==> src/rtl/program_loader.sv <==
// program_loader: writes encoded instruction words {op, operand} into program
// memory at consecutive addresses from 0 and holds the processor in reset
// until the load finishes. Optional running XOR checksum output enabled by
// defining PROGRAM_CHECKSUM_EN.
module program_loader #(
    parameter  int OP_W   = 3,
    parameter  int ADDR_W = 5,
    localparam int WORD_W = OP_W + ADDR_W
) (
    input  logic              clock,
    input  logic              n_reset,
    input  logic              start,
    input  logic              in_valid,
    output logic              in_ready,
    input  logic [OP_W-1:0]   in_op,
    input  logic [ADDR_W-1:0] in_operand,
    input  logic              in_last,
    output logic [ADDR_W-1:0] mem_addr,
    output logic [WORD_W-1:0] mem_data,
    output logic              mem_we,
    output logic              cpu_n_reset,
    output logic              done,
    output logic              error,
    output logic              trunc,
`ifdef PROGRAM_CHECKSUM_EN
    output logic [WORD_W-1:0] checksum,
`endif
    output logic [ADDR_W:0]   count
);

    // Opcode codes shared with the processor decoder; 6 and 7 are unused.
    localparam logic [OP_W-1:0] OP_STORE = OP_W'(0);
    localparam logic [OP_W-1:0] OP_LOAD  = OP_W'(1);
    localparam logic [OP_W-1:0] OP_BNE   = OP_W'(2);
    localparam logic [OP_W-1:0] OP_ADD   = OP_W'(3);
    localparam logic [OP_W-1:0] OP_SUB   = OP_W'(4);
    localparam logic [OP_W-1:0] OP_ADDI  = OP_W'(5);

    typedef enum logic [1:0] {LOADING, WRITE, DONE, ERROR} state_t;

    state_t            state, state_nxt;
    logic [ADDR_W-1:0] address;
    logic              last_q;
    logic              accept;
    logic              op_ok;
    logic              addr_max;

    assign accept   = in_valid & in_ready;
    assign addr_max = (address == {ADDR_W{1'b1}});

    // Classify the incoming opcode against the six codes the decoder knows
    always_comb begin
        case (in_op)
            OP_STORE, OP_LOAD, OP_BNE, OP_ADD, OP_SUB, OP_ADDI: op_ok = 1'b1;
            default:                                            op_ok = 1'b0;
        endcase
    end

    // State register
    always_ff @(posedge clock or negedge n_reset) begin
        if (!n_reset) state <= LOADING;
        else          state <= state_nxt;
    end

    // Next-state logic
    always_comb begin
        state_nxt = state;
        case (state)
            LOADING: if (accept) state_nxt = op_ok ? WRITE : ERROR;
            WRITE:   state_nxt = (last_q || addr_max) ? DONE : LOADING;
            DONE:    if (start) state_nxt = LOADING;
            ERROR:   if (start) state_nxt = LOADING;
            default: state_nxt = LOADING;
        endcase
    end

    // Combinational outputs: ready is a pure state decode, independent of in_valid
    always_comb begin
        in_ready = (state == LOADING);
    end

    // Registered datapath and status outputs; the write strobe is set on the
    // accepting edge so address/data/we are all stable for the WRITE cycle
    always_ff @(posedge clock or negedge n_reset) begin
        if (!n_reset) begin
            address     <= '0;
            count       <= '0;
            last_q      <= 1'b0;
            mem_we      <= 1'b0;
            mem_addr    <= '0;
            mem_data    <= '0;
            cpu_n_reset <= 1'b0;
            done        <= 1'b0;
            error       <= 1'b0;
            trunc       <= 1'b0;
`ifdef PROGRAM_CHECKSUM_EN
            checksum    <= '0;
`endif
        end else begin
            mem_we <= 1'b0;
            case (state)
                LOADING: begin
                    if (accept) begin
                        if (op_ok) begin
                            mem_we   <= 1'b1;
                            mem_addr <= address;
                            mem_data <= {in_op, in_operand};
                            last_q   <= in_last;
                        end else begin
                            error <= 1'b1;
                        end
                    end
                end
                WRITE: begin
                    // Address wraps after the top word, but DONE blocks reuse
                    address <= address + 1'b1;
                    count   <= count + 1'b1;
`ifdef PROGRAM_CHECKSUM_EN
                    checksum <= checksum ^ mem_data;
`endif
                    if (last_q || addr_max) begin
                        done        <= 1'b1;
                        cpu_n_reset <= 1'b1;
                        trunc       <= ~last_q;
                    end
                end
                DONE, ERROR: begin
                    if (start) begin
                        address     <= '0;
                        count       <= '0;
                        done        <= 1'b0;
                        error       <= 1'b0;
                        trunc       <= 1'b0;
                        cpu_n_reset <= 1'b0;
`ifdef PROGRAM_CHECKSUM_EN
                        checksum    <= '0;
`endif
                    end
                end
                default: ;
            endcase
        end
    end

endmodule

==> config.mk <==
export PLATFORM = sky130hd
export DESIGN_NAME = program_loader
export DESIGN_NICKNAME = d
export VERILOG_FILES = /design/src/rtl/program_loader.sv
export SDC_FILE = /design/constraint.sdc
export NUM_CORES = 1
export LEC_CHECK = 0
export CAP_MARGIN = 20
export CELL_PAD_IN_SITES_DETAIL_PLACEMENT = 1
export CELL_PAD_IN_SITES_GLOBAL_PLACEMENT = 1
export CORE_MARGIN = 10
export CORE_UTILIZATION = 37
export DETAILED_ROUTE_END_ITERATION = 12
export PLACE_DENSITY = 0.81
export SYNTH_ARGS = -nofsm -noshare
export SYNTH_HDL_FRONTEND = slang
export SYNTH_SLANG_ARGS = --single-unit
==> constraint.sdc <==
create_clock -name clock -period 1.7 [get_ports clock]
set_input_delay 0.17 -clock clock [delete_from_list [all_inputs] [get_ports clock]]
set_output_delay 0.17 -clock clock [all_outputs]
set_load 0.005 [all_outputs]
* Yosys cells after proc, flatten, opt, wreduce, memory -nomap -nowiden
Index checks and enable logic that the tools add are counted.
** Cells by class
- Add/sub/neg operators :: 2
- Eq/ne operators :: 13
- Muxes and demuxes :: 21
- Bitwise gates (word level) :: 2
- Reduce and logical (&&, ||, !) cells :: 12
** Operators by type and width (number)
- case mux 6 bit (2 select lines) :: 1
- case mux 5 bit (2 select lines) :: 1
- two-way mux 1 bit :: 9
- two-way mux 2 bit :: 4
- adder 6 x 1 -> 6 bit, second input constant :: 1
- equality test 3 x 2 -> 1 bit, second input constant :: 2
- equality test 3 bit, second input constant :: 2
- two-way mux 6 bit :: 1
- case mux 1 bit (2 select lines) :: 3
- case mux 2 bit (3 select lines) :: 1
- AND reduction 3 bit :: 2
- OR reduction 6 bit :: 1
- adder 5 x 1 -> 5 bit, second input constant :: 1
- equality test 5 bit, second input constant :: 1
- two-way mux 5 bit :: 1
- equality test 2 bit, second input constant :: 2
- inequality test 2 x 1 -> 1 bit, second input constant :: 2
- inequality test 2 bit, second input constant :: 2
- AND reduction 2 bit :: 2
- AND reduction 4 bit :: 1
- nonzero test 2 bit :: 2
- equality test 3 x 1 -> 1 bit, second input constant :: 1
- zero test 3 bit :: 1
- equality test 2 x 1 -> 1 bit, second input constant :: 1
- 5 further kinds :: 5
** Word-level totals
- Flip-flop bits (word level) :: 31
- Bits of input ports :: 13
- Output and inout bits :: 25
- Word-level logic and storage cells :: 60

* Longest topological paths before layout
Gate-level depths: netlist of the first run.
- Depth in word-level cells :: 6
- Depth in mapped cells :: 6
- Gate-level depth less buffers :: 6

* Least setup slack after synthesis of the first run
No wires, ideal clock.
- Kind :: flip-flop to flip-flop
- Start point :: register address[0]
- End point :: register state[1]
- Library setup time :: 119 ps
- Data arrival time :: 1348 ps
- Data required time :: 1581 ps
- Slack :: 233 ps
- Cell stages (with the launch flop) :: 7
- Buffers on the path :: 0
- Period minus slack after synthesis :: 1467 ps
- Path through :: dfrtp_1 > ha_1 > and3_1 > ha_1 > o21ai_0 > o21ai_0 > o21a_1
** Between the ends
- Cells in the longest elaborated chain, start to end :: 4
** Ends and longest elaborated chain
- from (decl) :: line 42 : logic [ADDR_W-1:0] address;
- from (signal assigned) :: line 116 : address <= address + 1'b1;
- equality test 5 bit :: line 49 : assign addr_max = (address == {ADDR_W{1'b1}});
- logical OR 1 bit :: line 70 : WRITE: state_nxt = (last_q || addr_max) ? DONE : LOADING;
- two-way mux 2 bit :: line 70
- case mux 2 bit (3 select lines) :: line 68 : case (state)
- to (signal assigned) :: line 62 : else state <= state_nxt;
- to (decl) :: line 41 : state_t state, state_nxt;
No other way between the ends.
A chain may end at the register's enable or synchronous reset.

* Worst setup path after layout of the first run
- Start point :: register state[1]
- End point :: output in_ready
** Between the ends
- Cells in the longest elaborated chain, start to end :: 1
** Ends and longest elaborated chain
- zero test 2 bit :: line 79 : in_ready = (state == LOADING);
- to (decl) :: line 14 : output logic in_ready,
No other way between the ends.

==> results of run 1 <==
-- per-stage QoR --
| stage | hold WS, ps | worst slack [ps] |
|---|---|---|
| 6_report | 272 | 109 |
| 2_1_floorplan | -126 | 233 |
| 4_1_cts | 284 | 49.3 |
| 3_5_place_dp | 482 | -8.12 |
| 5_1_grt | 296 | 20.0 |
| 3_3_place_gp | 469 | 75.6 |
-- per-layer routing --
layer,share of wire,up-vias
li1,-,456
met1,0.43,494
met2,0.47,33
met3,0.089,5
met4,0.017,0
met5,0,-
-- how the worst max path moves through the flow --
stage	from	slack, ps	cells after the start	end
detailed placement	in_op[2]	-8	4	mem_data[5]
floorplan	address[0]	230	6	state[1]
global placement	in_op[2]	80	4	mem_addr[0]
finish	state[1]	110	2	in_ready
global route	address[0]	20	6	state[1]
CTS	state[1]	50	2	in_ready
-- cells in the final DEF, fill, tap and decap left out, types with 3 or more instances in the layout --
cell type / Yosys / routed
a22o_1: 3 / 3
nand2_1: 14 / 14
o21ai_0: 11 / 9
mux2i_1: 4 / 3
nor2_1: 3 / 3
ha_1: 3 / 3
clkdlybuf4s50_1: 0 / 37
clkbuf_8: 0 / 6
dfrtp_1: 31 / 29
mux2_2: 3 / 3
mux2_4: 9 / 9
-- layout make-up --
type / count / area [µm²]
Fill cell: 400 / 1750
Sequential cell: 31 / 778
Multi-Input combinational cell: 71 / 551
Timing Repair Buffer: 38 / 378
Clock buffer: 6 / 82.6
Tap cell: 48 / 60.1
Clock inverter: 2 / 35.0
Inverter: 1 / 3.75
-- where the power goes --
group	internal [mW]	switching [mW]
sequential	0.979	0.237
combinational	0.688	0.391
clock	0.474	0.271
-- sequential cells by signal, indices dropped and copies added, names as in the netlist, 2 cells and up --
signal	count
address	5
mem_addr	5
mem_data	8
count	6
state	2
-- worst max-delay path, cell delays in order, from the launching register on --
cell	delay, ps
dfrtp_2	490
nor2_4	140
clkdlybuf4s50_1	510
-- Yosys cell counts, types with 2 or more instances --
cell type / n / share of area
a22o_1: 3 / 0.019
buf_2: 3 / 0.011
buf_6: 2 / 0.016
dfrtp_1: 31 / 0.57
ha_1: 3 / 0.027
mux2_2: 3 / 0.025
mux2_4: 9 / 0.099
mux2i_1: 4 / 0.029
nand2_1: 14 / 0.038
nand2b_1: 2 / 0.0091
nand3_1: 2 / 0.0073
nand4_1: 2 / 0.0091
nor2_1: 3 / 0.0082
nor3b_1: 2 / 0.011
o21a_1: 2 / 0.011
o21ai_0: 11 / 0.040
o22a_2: 2 / 0.015
-- kinds of logic after synthesis --
logic type / count (synthesis) / synth area share
and+or+nand+nor: 31 / 0.119
DFF: 31 / 0.566
AOI/OAI and AO/OA: 20 / 0.0940
muxes: 16 / 0.152
buffers and inverters: 7 / 0.0356
adders and majority gates: 3 / 0.0274
xor gates and xnor gates: 1 / 0.00639
-- what timing repair did --
action / 4_1_cts / 5_1_grt
hold buffers: 0 / 0
setup endpoints to repair: 0 / 4
gates resized for setup: 0 / 5
==> key figures, run 1 <==
Placed design
  • Port-buffer cells: 37
  • Gp weighted congestion: 0.764
  • DP Area: 1760 µm²
  • Placed Instances: 189
  • DPL Wire Length: 2540 µm

Yosys
  • Number of distinct library cells after synthesis: 28
  • Warnings from Yosys: 0
  • Synth Instances: 109
  • FFs w/ async S/R, synth: 1.00
  • Synth Net Count: 125
  • Top FF cell, synth: dfrtp_1
  • Seq cells post-synth: 31
  • Sequential share of the synthesized area: 0.566
  • Cell area after synthesis: 1370 µm²
  • Syn_area_per_cell: 12.6 µm²
  • Post-synth EDFFs: 0

GRT
  • Largest net degree at the start of global routing: 32
  • Antenna violations before repair: 0
  • GRT met2 Usage: 0.181
  • Met3 GRT Util: 0.0486
  • Number of global-route vias before repair: 1,132
  • Tot GR Track Use: 0.111
  • Met1 Use GR: 0.128
  • Busiest grt layer: met2
  • Grt total ovfl: 0
  • First-pass GRT wire length: 5580 µm

Die
  • Initial Util: 0.377
  • Die H: 80.9 µm
  • # rows: 22
  • Core Region: 3630 µm²
  • # IOs: 38
  • Die area: 6540 µm²
  • Die X: 80.9 µm

Pwr
  • PwrDens: 1610 nW/µm²
  • Max VDD drop: 0.696 mV
  • Leakage power: 0.865 nW
  • Total power: 3.04 mW

Worst setup path
  • Reg2Reg Launch Point: address[0]
  • Worst EP required: 1530 ps
  • R2r setup slk: 130 ps
  • R2R depth: 6
  • Crit. End Element: output pin
  • Arr. time, crit path: 1420 ps
  • RR Endpoint: state[1]
  • Setup crit start kind: register
  • Worst Setup Path Type: reg -> out
  • Worst-path maximum fanout: 10

Clock tree
  • Post-CTS Setup Bufs: 0
  • Clock Pin Slew Worst Setup and Hold Paths: 70 ps
  • CTS H-tree lvls: 2
  • CTS tree: built
  • # clock sinks: 31
  • CTS max path bufs: 2
  • Clk root buf: clkbuf_8
  • Clock latency at the later pin of the worst-skew pair: 280 ps
  • CTS Buf Count: 5

Finish
  • Post-Layout Cell Count: 197
  • Area growth syn-to-layout: 37.7%
  • Share of cells above drive strength 1: 0.188
  • Diodes inserted: 0
  • Fin util: 0.520
  • Final nets: 164
  • Post-route cell area: 1890 µm²

Drt
  • Final wirelength: 3330 µm
  • Vias: 988
  • Router iterations before antenna repair: 4
  • # DRC: 0
  • Final ANT Viol Nets: 0
  • WL/cell: 16.9 µm
  • Via density: 5.02
  • Initial DRC Count: 40

STA
  • Relative slew slack: 0.708
  • Crit path time final: 1590 ps
  • Crit share post-route: 0.936
  • Final setup TNS: 0 ps
  • Max Slew Vio Count: 0
  • Final setup skew: 7.94 ps
  • Unrepaired setup endpoints after global routing: false
  • Slew at the pin closest to its max-slew limit: 429 ps
  • Fin. Hold Viols: 0
  • Final number of setup-violating endpoints: 0
  • FMAX: 628 MHz

Run status
  • Status: finished clean

Flow run
  • Max Cap Viol: 0

Hold path
  • HP Class: in -> async
Note: power is estimated with default switching activity, not from simulation.
==> run 2, diff against run 1 <==
--- a/config.mk
+++ b/config.mk
@@ -12,6 +12,7 @@
 export CORE_UTILIZATION = 37
 export DETAILED_ROUTE_END_ITERATION = 12
 export PLACE_DENSITY = 0.81
+export SKIP_CTS_REPAIR_TIMING = 1
 export SYNTH_ARGS = -nofsm -noshare
 export SYNTH_HDL_FRONTEND = slang
 export SYNTH_SLANG_ARGS = --single-unit
==> results of run 2 <==
Final layout, timing and power as in run 1 (identical DEF).
